## config.mk

```make
export PLATFORM = sky130hd
export DESIGN_NAME = alu_seq_flat
export DESIGN_NICKNAME = d
export VERILOG_FILES = /design/src/rtl/alu_seq_if.sv /design/src/rtl/alu_seq.sv /design/src/flat_wrapper.sv
export SDC_FILE = /design/constraint.sdc
export NUM_CORES = 1
export LEC_CHECK = 0
export CAP_MARGIN = 20
export CELL_PAD_IN_SITES_DETAIL_PLACEMENT = 0
export CELL_PAD_IN_SITES_GLOBAL_PLACEMENT = 1
export CORE_MARGIN = 2
export CORE_UTILIZATION = 45
export CTS_BUF_LIST = sky130_fd_sc_hd__clkbuf_4
export CTS_CLUSTER_DIAMETER = 120
export DETAILED_ROUTE_END_ITERATION = 7
export PLACE_DENSITY = 0.86
export SLEW_MARGIN = 5
export SYNTH_ARGS = -nofsm -noshare
export SYNTH_HDL_FRONTEND = slang
export SYNTH_SLANG_ARGS = --single-unit
```

## constraint.sdc

```tcl
create_clock -name clk -period 6.85 [get_ports clk]
set_input_delay 2.055 -clock clk [delete_from_list [all_inputs] [get_ports clk]]
set_output_delay 2.055 -clock clk [all_outputs]
set_load 0.005 [all_outputs]
```

## src/rtl/alu_seq_if.sv

```systemverilog
// Request/response bundle for alu_seq: operation handshake in, result/flags handshake out.
interface alu_seq_if #(
    parameter int WIDTH = 16
);
    logic             in_valid;
    logic             in_ready;
    logic [WIDTH-1:0] a;
    logic [WIDTH-1:0] b;
    logic [2:0]       opcode;
    logic             c_in;
    logic             out_valid;
    logic             out_ready;
    logic [WIDTH-1:0] result;
    logic             c_out;
    logic             zero;
    logic             negative;
    logic             overflow;

    modport master (
        output in_valid, a, b, opcode, c_in, out_ready,
        input  in_ready, out_valid, result, c_out, zero, negative, overflow
    );

    modport slave (
        input  in_valid, a, b, opcode, c_in, out_ready,
        output in_ready, out_valid, result, c_out, zero, negative, overflow
    );
endinterface

```

## src/rtl/alu_seq.sv

```systemverilog
// Handshaked ALU: single-cycle add/sub/logic, iterative shifts (1 bit/cycle) and shift-add multiply.
// Result and flags are held in registers until the consumer takes them.
module alu_seq #(
    parameter int WIDTH = 16
) (
    input logic     clk,
    input logic     rst_n,
    alu_seq_if.slave bus
);
    localparam int SHW = $clog2(WIDTH);
    localparam logic [2:0] OP_ADD = 3'b000, OP_SUB = 3'b001, OP_AND = 3'b010, OP_OR = 3'b011,
                           OP_XOR = 3'b100, OP_SHL = 3'b101, OP_SHR = 3'b110, OP_MUL = 3'b111;
    localparam logic [SHW:0] MUL_ITERS = (SHW+1)'(WIDTH);
    localparam logic [SHW:0] LAST_ITER = (SHW+1)'(1);

    typedef enum logic [1:0] {IDLE, BUSY, DONE} state_t;

    state_t           state_q, state_d;
    logic             ready_w, accept, multi, load_res;
    logic [SHW-1:0]   shamt;
    logic [2:0]       op_q;
    logic [SHW:0]     cnt_q;
    logic [WIDTH-1:0] a_q, work_q, p_hi_q;
    logic [WIDTH-1:0] result_q, res_d, alu_res, b_eff;
    logic             c_out_q, zero_q, neg_q, ovf_q, c_d, v_d, alu_c, alu_v;
    logic [WIDTH:0]   sum, mac;
    logic [WIDTH-1:0] sh_next, hi_next, lo_next;
    logic             sh_bit;

    function automatic logic add_ovf(input logic signed [WIDTH-1:0] x, input logic signed [WIDTH-1:0] y,
                                     input logic signed [WIDTH-1:0] s);
        return (x[WIDTH-1] == y[WIDTH-1]) && (s[WIDTH-1] != x[WIDTH-1]);
    endfunction

    assign shamt   = bus.b[SHW-1:0];
    assign ready_w = rst_n && ((state_q == IDLE) || (state_q == DONE && bus.out_ready));
    assign accept  = bus.in_valid && ready_w;

    always_comb begin
        b_eff   = (bus.opcode == OP_SUB) ? ~bus.b : bus.b;
        sum     = {1'b0, bus.a} + {1'b0, b_eff} + {{WIDTH{1'b0}}, bus.c_in};
        alu_res = bus.a;
        alu_c   = 1'b0;
        alu_v   = 1'b0;
        case (bus.opcode)
            OP_ADD, OP_SUB: begin
                alu_res = sum[WIDTH-1:0];
                alu_c   = sum[WIDTH];
                alu_v   = add_ovf(bus.a, b_eff, sum[WIDTH-1:0]);
            end
            OP_AND:  alu_res = bus.a & bus.b;
            OP_OR:   alu_res = bus.a | bus.b;
            OP_XOR:  alu_res = bus.a ^ bus.b;
            default: ; // zero-distance shifts pass a through; MUL never completes here
        endcase
        multi = (bus.opcode == OP_MUL) ||
                ((bus.opcode == OP_SHL || bus.opcode == OP_SHR) && shamt != '0);
    end

    // work_q holds the shifting operand, or the multiplier / low product half for MUL
    always_comb begin
        sh_next = (op_q == OP_SHL) ? {work_q[WIDTH-2:0], 1'b0} : {1'b0, work_q[WIDTH-1:1]};
        sh_bit  = (op_q == OP_SHL) ? work_q[WIDTH-1] : work_q[0];
        mac     = {1'b0, p_hi_q} + (work_q[0] ? {1'b0, a_q} : {(WIDTH+1){1'b0}});
        hi_next = mac[WIDTH:1];
        lo_next = {mac[0], work_q[WIDTH-1:1]};
    end

    always_comb begin
        state_d  = state_q;
        load_res = 1'b0;
        res_d    = alu_res;
        c_d      = alu_c;
        v_d      = alu_v;
        case (state_q)
            IDLE, DONE: begin
                if (accept) begin
                    state_d  = multi ? BUSY : DONE;
                    load_res = !multi;
                end else if (state_q == DONE && bus.out_ready) begin
                    state_d = IDLE;
                end
            end
            BUSY: begin
                v_d   = 1'b0;
                res_d = (op_q == OP_MUL) ? lo_next : sh_next;
                c_d   = (op_q == OP_MUL) ? (|hi_next) : sh_bit;
                if (cnt_q == LAST_ITER) begin
                    state_d  = DONE;
                    load_res = 1'b1;
                end
            end
            default: state_d = IDLE;
        endcase
    end

    always_ff @(posedge clk) begin
        if (!rst_n) state_q <= IDLE;
        else        state_q <= state_d;
    end

    always_ff @(posedge clk) begin
        if (!rst_n) begin
            result_q <= '0;
            c_out_q  <= 1'b0;
            zero_q   <= 1'b0;
            neg_q    <= 1'b0;
            ovf_q    <= 1'b0;
            cnt_q    <= '0;
        end else begin
            if (load_res) begin
                result_q <= res_d;
                c_out_q  <= c_d;
                zero_q   <= (res_d == '0);
                neg_q    <= res_d[WIDTH-1];
                ovf_q    <= v_d;
            end
            if (accept)                cnt_q <= (bus.opcode == OP_MUL) ? MUL_ITERS : {1'b0, shamt};
            else if (state_q == BUSY)  cnt_q <= cnt_q - LAST_ITER;
        end
    end

    always_ff @(posedge clk) begin
        if (accept) begin
            op_q   <= bus.opcode;
            a_q    <= bus.a;
            work_q <= (bus.opcode == OP_MUL) ? bus.b : bus.a;
            p_hi_q <= '0;
        end else if (state_q == BUSY) begin
            if (op_q == OP_MUL) begin
                p_hi_q <= hi_next;
                work_q <= lo_next;
            end else begin
                work_q <= sh_next;
            end
        end
    end

    assign bus.in_ready  = ready_w;
    assign bus.out_valid = (state_q == DONE);
    assign bus.result    = result_q;
    assign bus.c_out     = c_out_q;
    assign bus.zero      = zero_q;
    assign bus.negative  = neg_q;
    assign bus.overflow  = ovf_q;
endmodule
```

## src/flat_wrapper.sv

```systemverilog
// flat-port wrapper written by rule: the top's interface ports become plain ports
module alu_seq_flat 
#(
    parameter int WIDTH = 16
)
  (clk, rst_n, bus_in_valid, bus_a, bus_b, bus_opcode, bus_c_in, bus_out_ready, bus_in_ready, bus_out_valid, bus_result, bus_c_out, bus_zero, bus_negative, bus_overflow);
  alu_seq_if #(.WIDTH(WIDTH)) bus_i ();
  input logic clk;
  input logic rst_n;
  input wire logic [$bits(bus_i.in_valid)-1:0] bus_in_valid;
  input wire logic [$bits(bus_i.a)-1:0] bus_a;
  input wire logic [$bits(bus_i.b)-1:0] bus_b;
  input wire logic [$bits(bus_i.opcode)-1:0] bus_opcode;
  input wire logic [$bits(bus_i.c_in)-1:0] bus_c_in;
  input wire logic [$bits(bus_i.out_ready)-1:0] bus_out_ready;
  output wire logic [$bits(bus_i.in_ready)-1:0] bus_in_ready;
  output wire logic [$bits(bus_i.out_valid)-1:0] bus_out_valid;
  output wire logic [$bits(bus_i.result)-1:0] bus_result;
  output wire logic [$bits(bus_i.c_out)-1:0] bus_c_out;
  output wire logic [$bits(bus_i.zero)-1:0] bus_zero;
  output wire logic [$bits(bus_i.negative)-1:0] bus_negative;
  output wire logic [$bits(bus_i.overflow)-1:0] bus_overflow;
  assign bus_i.in_valid = bus_in_valid;
  assign bus_i.a = bus_a;
  assign bus_i.b = bus_b;
  assign bus_i.opcode = bus_opcode;
  assign bus_i.c_in = bus_c_in;
  assign bus_i.out_ready = bus_out_ready;
  assign bus_in_ready = bus_i.in_ready;
  assign bus_out_valid = bus_i.out_valid;
  assign bus_result = bus_i.result;
  assign bus_c_out = bus_i.c_out;
  assign bus_zero = bus_i.zero;
  assign bus_negative = bus_i.negative;
  assign bus_overflow = bus_i.overflow;
  alu_seq #(.WIDTH(WIDTH)) u_core (.clk(clk), .rst_n(rst_n), .bus(bus_i));
endmodule
```

==> Flow_metrics.wiki, run 1 <==
{| class="wikitable"
! Metric !! Value
|-
| Outcome || completed
|-
| Number of global-route vias before repair || 5856
|-
| Top FF cell, synth || sky130_fd_sc_hd__dfxtp_1
|-
| Power per standard cell area || around 170 nW/um^2
|-
| Routed length per instance || 18.9 um
|-
| Share of the yosys chip area belonging to registers || 30.1%
|-
| Number of standard cells after synthesis || 760
|-
| Placement Cell Area || 7040 sq um
|-
| Portion of netlist area occupied by mux cells || 3.27%
|-
| Detail Placement HPWL || ~14000 um
|-
| Final setup viols || 0
|-
| Area growth syn-to-layout || 14.8%
|-
| Row count || 43
|-
| Worst EP arrival || 3.80 ns
|-
| Clock Sinks || 77
|-
| Yosys synthesis warning count || 0
|-
| Clock slew seen by the registers of the worst setup and hold paths || 0.12 ns
|-
| Fin area || 7210 sq um
|-
| Post-synth EDFFs || 35
|-
| Buffers and inverters on the worst path || 3
|-
| Number of resized instances in the post-cts repair step || 0
|-
| Number of cells in the finished layout apart from fillers || 990
|-
| Instance count after placement with tap cells included || 973
|-
| Final clock period utilization by the worst path || 85.5%
|-
| Vias per inst || 5.97
|-
| XOR/XNOR share of the synthesized area || 5.44%
|-
| GRT Residual Overflow || 0
|-
| Setup WS pre-CTS || 0.731 ns
|-
| Critical-path maximum fanout || 21
|-
| First-pass GRT wire length || 30200 um
|-
| Simple logic cell fraction of the synthesized area || ~16%
|-
| Floorplan die height || 122 um
|-
| Antenna violations before repair || 0
|-
| Largest vdd supply drop || 0.0969 mV
|-
| Yosys cell types || 68
|-
| Final Hold Violating Endpoints || 0
|-
| Type of the most critical hold path || reg2reg
|-
| Min Clock Period, post-route || 5.86 ns
|-
| Lkg Pwr || ~2.9 nW
|-
| Fmax || approximately 170 MHz
|-
| Dominant combinational cell family by area after synthesis || compound AO/OA/AOI/OAI gates
|-
| Startpoint class of the critical path || input pin
|-
| Crit path max-delay cell type || sky130_fd_sc_hd__clkdlybuf4s50_1
|-
| Adder-Cell Fraction of Synth Area || 13.9%
|-
| Worst path required time || 4.80 ns
|-
| Starting density of the core || roughly 46%
|-
| Total vias in the final route || 5908
|-
| Hold Worst Slack || approximately 0.46 ns
|-
| Fin worst setup slack || 0.991 ns
|-
| Number of ports placed on the die boundary || 62
|-
| Die extent in x || 122 um
|-
| TritonCTS clock tree || built
|-
| Post-synthesis compound-gate area fraction || 24.9%
|-
| CTS Hold Buffers Added || 0
|-
| DRC errors left || 0
|-
| Critical Path Sink Type || output pin
|-
| Max-slew violation count || 0
|-
| Setup total negative slack || 0 ns
|-
| Number of maximum-capacitance violations || 0
|-
| Later-pin clock latency in the skew report || 0.46 ns
|-
| Aggregate routed wire length || 18700 um
|-
| Total Routing Usage GR || about a quarter
|-
| # port buffers || 61
|-
| Proportion of layout cells with a drive suffix above 1 || 4.94%
|-
| Yosys reg bits || between 70 and 80
|-
| Maximum single-stage delay on the critical path || 0.65 ns
|-
| Cell with the most instances on the worst path || sky130_fd_sc_hd__clkdlybuf4s50_1
|-
| Post-synth design cell area || 6280 sq um
|-
| Remaining max-slew budget at the tightest pin || 37.0%
|-
| Total nets after synthesis || 868
|-
| Total chip power || between 1 and 1.5 mW
|-
| Unrepaired setup endpoints after global routing || no
|-
| Core Box Area || 13800 sq um
|-
| Util after Layout || 52.3%
|-
| Maximum number of pins on one net before global-route repair || 45
|-
| CTS Root Buffer Type || sky130_fd_sc_hd__clkbuf_4
|-
| Number of buffers created by CTS || 9
|-
| Async set-reset flop share out of synthesis || 0%
|-
| Worst setup path category || in2out
|-
| Post-synthesis average cell area || 8.26 sq um
|-
| Die outline area || 14900 sq um
|-
| Number of post-CTS setup repair buffers || 0
|-
| Number of iterations in the first detailed-routing pass || 5
|-
| Maximum number of buffers from clock root to sink || 2
|-
| Weighted congestion at the end of routability-driven global placement || 0.945
|-
| Number of levels the H-tree was split into || 3
|-
| Pin slew with the least headroom to its limit || around 0.94 ns
|-
| Family with the most delay on the worst path || buffers and inverters
|-
| Iteration-0 DRC Markers || between 400 and 500
|-
| Final ANT Viol Nets || 0
|-
| List of cells traversed by the critical path || clkdlybuf4s50_1 > inv_2 > a211oi_2 > clkdlybuf4s50_1
|-
| Final Skew || approximately 0.021 ns
|-
| Fin nets || 912
|}
[flip-flops by register name, indices dropped and copies added (netlist names)]
signal               count
u_core.a_q              16
u_core.p_hi_q           16
u_core.work_q           16
u_core.bus.result       15
u_core.cnt_q             5
u_core.op_q              3
u_core.state_q           2
u_core.bus.c_out         1
u_core.bus.negative      1
u_core.bus.overflow      1
u_core.bus.zero          1
[power by group]
group	total, mW	internal (mW)	switching, mW
Sequential	0.533	0.513	0.0194
Clock	0.330	0.152	0.178
Combinational	0.382	0.159	0.223
[cells by family after synthesis]
kind of cell | count (synthesis)
DFF | 77
xor gates and xnor gates | 39
adders and majority gates | 68
AOI/OAI and AO/OA | 242
muxes | 20
and+or+nand+nor | 215
buffers and inverters | 99
[Yosys cell counts, drive strengths merged, types with 2 or more instances]
library cell	n	share of area [%]
o311ai	2	0.28
a21o	10	1.2
mux2i	19	3.0
a21oi	68	5.4
o221ai	11	1.5
o21a	7	0.84
nor3b	4	0.48
o21bai	2	0.24
or3b	2	0.28
a32oi	3	0.42
a22o	2	0.28
a211oi	28	3.4
inv	57	3.4
nor2b	6	0.60
nand2	64	3.9
o2111ai	4	0.56
o31a	3	0.42
and2	19	1.9
a21boi	5	0.60
o211ai	6	0.72
buf	9	0.80
nor3	11	0.88
or2	3	0.30
xor2	10	1.4
clkbuf	32	1.9
dfxtp	42	13
nand4	3	0.30
nor2	71	4.2
edfxtp	35	17
nand3b	3	0.56
o22a	2	0.28
fa	3	0.96
a221oi	3	0.42
o22ai	19	1.9
nand2b	7	0.70
ha	65	13
o21ai	46	3.7
xnor2	29	4.0
nor4	6	0.60
nand3	11	0.88
a31oi	9	0.90
o41ai	2	0.28
[path summary, 6_finish.rpt]
| check | from | to | slack (ns) | cells after the start |
|---|---|---|---|---|
| setup / recovery | rst_n | bus_in_ready | 0.99 | 4 |
| hold / removal | u_core.bus.result[5] | u_core.bus.result[5] | 0.46 | 2 |
| setup reg to reg | u_core.work_q[0] | u_core.bus.c_out | 3.17 | 13 |
| hold reg to reg | u_core.bus.result[5] | u_core.bus.result[5] | 0.46 | 2 |
[tightest hold or removal path, stage by stage (launching register included)]
cell and delay, ns:
sky130_fd_sc_hd__dfxtp_1 0.33, sky130_fd_sc_hd__nand2_1 0.05, sky130_fd_sc_hd__a21oi_1 0.05
[layer usage]
metal	vias to the layer above	part of all wire (%)	track usage, %
met5	-	0	0
met1	2848	40	31.3
met2	182	52	46.6
li1	2840	-	-
met3	38	5.2	4.87
met4	0	2.9	9.91
[cell usage in the layout, fill, tap and decap left out, types with 8 or more instances in the layout]
cell type                         netlist  routed
sky130_fd_sc_hd__nand2_1               63      63
sky130_fd_sc_hd__a21o_1                10      10
sky130_fd_sc_hd__edfxtp_1              35      35
sky130_fd_sc_hd__a31oi_1                9       9
sky130_fd_sc_hd__inv_1                 55      55
sky130_fd_sc_hd__nor2_1                71      70
sky130_fd_sc_hd__mux2i_1               19      19
sky130_fd_sc_hd__dfxtp_1               42      42
sky130_fd_sc_hd__o22ai_1               19      19
sky130_fd_sc_hd__and2_1                19      19
sky130_fd_sc_hd__nand3_1               11      11
sky130_fd_sc_hd__a21oi_1               68      68
sky130_fd_sc_hd__a211oi_1              27      27
sky130_fd_sc_hd__ha_1                  65      65
sky130_fd_sc_hd__clkdlybuf4s50_1        0      61
sky130_fd_sc_hd__xnor2_1               29      29
sky130_fd_sc_hd__o21ai_0               38      38
sky130_fd_sc_hd__o221ai_1              11      11
sky130_fd_sc_hd__o21ai_1                8       8
sky130_fd_sc_hd__buf_4                  1      13
sky130_fd_sc_hd__nor3_1                11      11
sky130_fd_sc_hd__clkbuf_4               0      10
sky130_fd_sc_hd__xor2_1                10      10
[layout make-up]
| cell class | count | area [sq um] |
|---|---|---|
| fillers | 1353 | 6570 |
| multi-input cells | 584 | 4000 |
| flip-flops and latches | 77 | 1890 |
| repair buffers | 74 | 708 |
| well taps | 180 | 225 |
| inverters | 58 | 218 |
| clock inverters | 6 | 86.3 |
| clock buffers | 10 | 75.1 |
| diodes | 1 | 2.50 |
(Power assumes the default switching activity.)
==> run 2, diff against run 1 <==
HOLD_SLACK_MARGIN = 0.05   (was unset)
==> results of run 2 <==
No change in the layout: final DEF, timing and power equal those of run 1.
==> run 3, diff against run 2 <==
GPL_TIMING_DRIVEN = 0   (was unset)
==> run 3 against run 2 <==
Net effect:
- clock-buffer cell count unchanged
- critical path depth up 13
- clock skew down 0.0032 ns
- final cell count up 3.1%
- combinational power up 4%
- first-iteration DRC count up 31%
- non-clock buffer count up 32
==> Flow_metrics.wiki, run 3 (synthesized netlist as in run 1, its figures left out) <==
{| class="wikitable"
! Metric !! Value
|-
| Final Hold Violating Endpoints || 0 (unchanged)
|-
| Critical Path Sink Type || flip-flop
|-
| Total vias in the final route || 6029 (+2.0%)
|-
| GRT Residual Overflow || 0 (unchanged)
|-
| Min Clock Period, post-route || 6.62 ns (+0.756 ns)
|-
| Unrepaired setup endpoints after global routing || no
|-
| Final setup viols || 0 (unchanged)
|-
| Floorplan die height || 122 um (unchanged)
|-
| TritonCTS clock tree || built
|-
| Worst path required time || 7.23 ns (+2.43 ns)
|-
| Number of maximum-capacitance violations || 0 (unchanged)
|-
| Area growth syn-to-layout || 16.2%
|-
| Number of fillers in the final layout || 1346 (-0.52%)
|-
| Type of the most critical hold path || reg2reg
|-
| Capture point of the worst reg-to-reg path || u_core.bus.c_out
|-
| Number of levels the H-tree was split into || 3 (unchanged)
|-
| Startpoint of the most critical hold path || u_core.bus.result[2]
|-
| Final ANT Viol Nets || 0 (unchanged)
|-
| Final clock period utilization by the worst path || 96.6% (+11 points)
|-
| Antenna violations before repair || 0 (unchanged)
|-
| Clock slew seen by the registers of the worst setup and hold paths || 0.13 ns (about the same)
|-
| Aggregate routed wire length || 19500 um (+4.0%)
|-
| Lkg Pwr || 2.96 nW (+0.90%)
|-
| Total Routing Usage GR || 26.2% (-0.049 points)
|-
| Core Box Area || 13800 sq um (unchanged)
|-
| Power per standard cell area || 167 nW/um^2 (-3.3%)
|-
| Fmax || 151 MHz (-11%)
|-
| Footprint of the multi-input gates || 4010 sq um (+0.25%)
|-
| Proportion of layout cells with a drive suffix above 1 || 4.64% (-0.31 points)
|-
| Setup total negative slack || 0 ns (unchanged)
|-
| CTS Root Buffer Type || sky130_fd_sc_hd__clkbuf_4
|-
| Most common cell after layout, fill and taps aside || sky130_fd_sc_hd__nor2_1
|-
| Fin nets || 944 (+3.5%)
|-
| Number of iterations in the first detailed-routing pass || 5 (unchanged)
|-
| Row count || 43 (unchanged)
|-
| First-pass GRT wire length || 30100 um (-0.23%)
|-
| Instance count after placement with tap cells included || 1001 (+2.9%)
|-
| Clock Sinks || 77 (unchanged)
|-
| Util after Layout || 53.0% (+0.63 points)
|-
| Number of cells in the finished layout apart from fillers || 1021 (+3.1%)
|-
| Weighted congestion at the end of routability-driven global placement || 0.911 (-3.5%)
|-
| Hold EP || u_core.bus.result[2]
|-
| Routed length per instance || 19.1 um (+0.87%)
|-
| Reg-to-reg setup timing slack || 3.19 ns (+0.02 ns)
|-
| Commonest non-fill, non-tap cells in the layout || 70 x sky130_fd_sc_hd__nor2_1, 68 x sky130_fd_sc_hd__a21oi_1, 65 x sky130_fd_sc_hd__ha_1
|-
| Later-pin clock latency in the skew report || 0.44 ns (-0.02 ns)
|-
| Die extent in x || 122 um (unchanged)
|-
| Iteration-0 DRC Markers || 533 (+31%)
|-
| Vias per inst || 5.90 (-1.1%)
|-
| Startpoint of the lowest-slack register-to-register path || u_core.work_q[0]
|-
| Worst setup path category || in2reg
|-
| Number of cells on the worst hold path || 2 (unchanged)
|-
| Number of buffers created by CTS || 9 (unchanged)
|-
| Worst Reg2Reg Path Length in Cells || 13 (unchanged)
|-
| FF/Latch Area || 1890 sq um (unchanged)
|-
| Worst EP arrival || 7.00 ns (+3.20 ns)
|-
| Fin worst setup slack || 0.235 ns (-0.756 ns)
|-
| CTS Hold Buffers Added || 0 (unchanged)
|-
| Pin slew with the least headroom to its limit || 1.03 ns (+0.0863 ns)
|-
| Largest vdd supply drop || 0.0751 mV (-23%)
|-
| Final Skew || 0.0183 ns (-0.00318 ns)
|-
| Startpoint class of the critical path || input pin
|-
| Starting density of the core || 45.6% (unchanged)
|-
| Largest registers in the final layout || u_core.a_q x16, u_core.p_hi_q x16, u_core.work_q x16
|-
| ANT cells || 0 (-1)
|-
| Maximum number of buffers from clock root to sink || 2 (unchanged)
|-
| Die outline area || 14900 sq um (unchanged)
|-
| Number of global-route vias before repair || 5850 (-0.10%)
|-
| Outcome || completed
|-
| Number of ports placed on the die boundary || 62 (unchanged)
|-
| Max-slew violation count || 0 (unchanged)
|-
| Maximum number of pins on one net before global-route repair || 29 (-36%)
|-
| DRC errors left || 0 (unchanged)
|-
| Hold Worst Slack || 0.462 ns (+0.000653 ns)
|-
| # port buffers || 61 (unchanged)
|-
| Setup WS pre-CTS || -0.567 ns (-1.30 ns)
|-
| Detail Placement HPWL || 15100 um (+9.1%)
|-
| Remaining max-slew budget at the tightest pin || 30.7% (-6.2 points)
|-
| Critical-path maximum fanout || 10 (-52%)
|}
-- run 3: worst max-delay path, cell delays in order --
cell and delay (ns):
sky130_fd_sc_hd__clkdlybuf4s50_1 0.67, sky130_fd_sc_hd__or2_2 0.24, sky130_fd_sc_hd__clkbuf_1 0.53, sky130_fd_sc_hd__nor2_4 0.15
sky130_fd_sc_hd__xnor2_1 0.22, sky130_fd_sc_hd__fa_1 0.23, sky130_fd_sc_hd__inv_1 0.06, sky130_fd_sc_hd__fa_1 0.41
sky130_fd_sc_hd__a211oi_1 0.36, sky130_fd_sc_hd__o21a_1 0.20, sky130_fd_sc_hd__o311ai_1 0.08, sky130_fd_sc_hd__o311ai_0 0.32
sky130_fd_sc_hd__or4b_1 0.53, sky130_fd_sc_hd__nor4_1 0.29, sky130_fd_sc_hd__nand4b_1 0.13, sky130_fd_sc_hd__nor4_1 0.34
sky130_fd_sc_hd__a32o_1 0.17
-- run 3: what timing repair did --
item,4_1_cts,5_1_grt
setup buffers,0,4
gates resized for setup,2,2
endpoints found under the setup margin,4,2
pin swaps,0,1
-- run 3: per-stage QoR --
step / instance area [sq um] / power (mW)
after floorplan: 6280 / 0.786
after global placement: 7110 / 0.918
after detailed placement: 7110 / 0.928
after CTS: 7250 / 1.21
after global routing: 7290 / 1.28
final: 7290 / 1.22
-- run 3: power breakdown --
group / switching, mW / internal [mW]
Combinational: 0.237 / 0.161
Sequential: 0.0181 / 0.513
Clock: 0.171 / 0.116
Total: 0.427 / 0.790
-- run 3: layout make-up --
type                            count  area share, %
Multi-Input combinational cell    584           55.0
Clock inverter                      6          0.823
Clock buffer                       10           1.03
Sequential cell                    77           25.9
Timing Repair Buffer               65           8.78
Buffer                             41           2.37
Inverter                           58           2.99
Tap cell                          180           3.09
-- run 3: worst max path at each step --
stage                        from         endpoint  slack [ns]  depth (start not counted)
finish              bus_opcode[2]  u_core.bus.zero        0.23                         17
global route        bus_opcode[0]  u_core.bus.zero        0.02                         18
CTS                 bus_opcode[2]  u_core.bus.zero        0.20                         17
detailed placement  bus_opcode[2]  u_core.bus.zero       -0.57                         16
global placement    bus_opcode[2]  u_core.bus.zero       -0.46                         16
floorplan           bus_opcode[0]  u_core.bus.zero        1.12                         17
-- run 3: layer usage --
layer	vias to the layer above	routed length, um	global-route usage [%]
met3	43	1040	3.93
met2	221	9570	45.9
met5	-	0	0
li1	2890	-	-
met4	0	650	8.91
met1	2875	8210	32.7
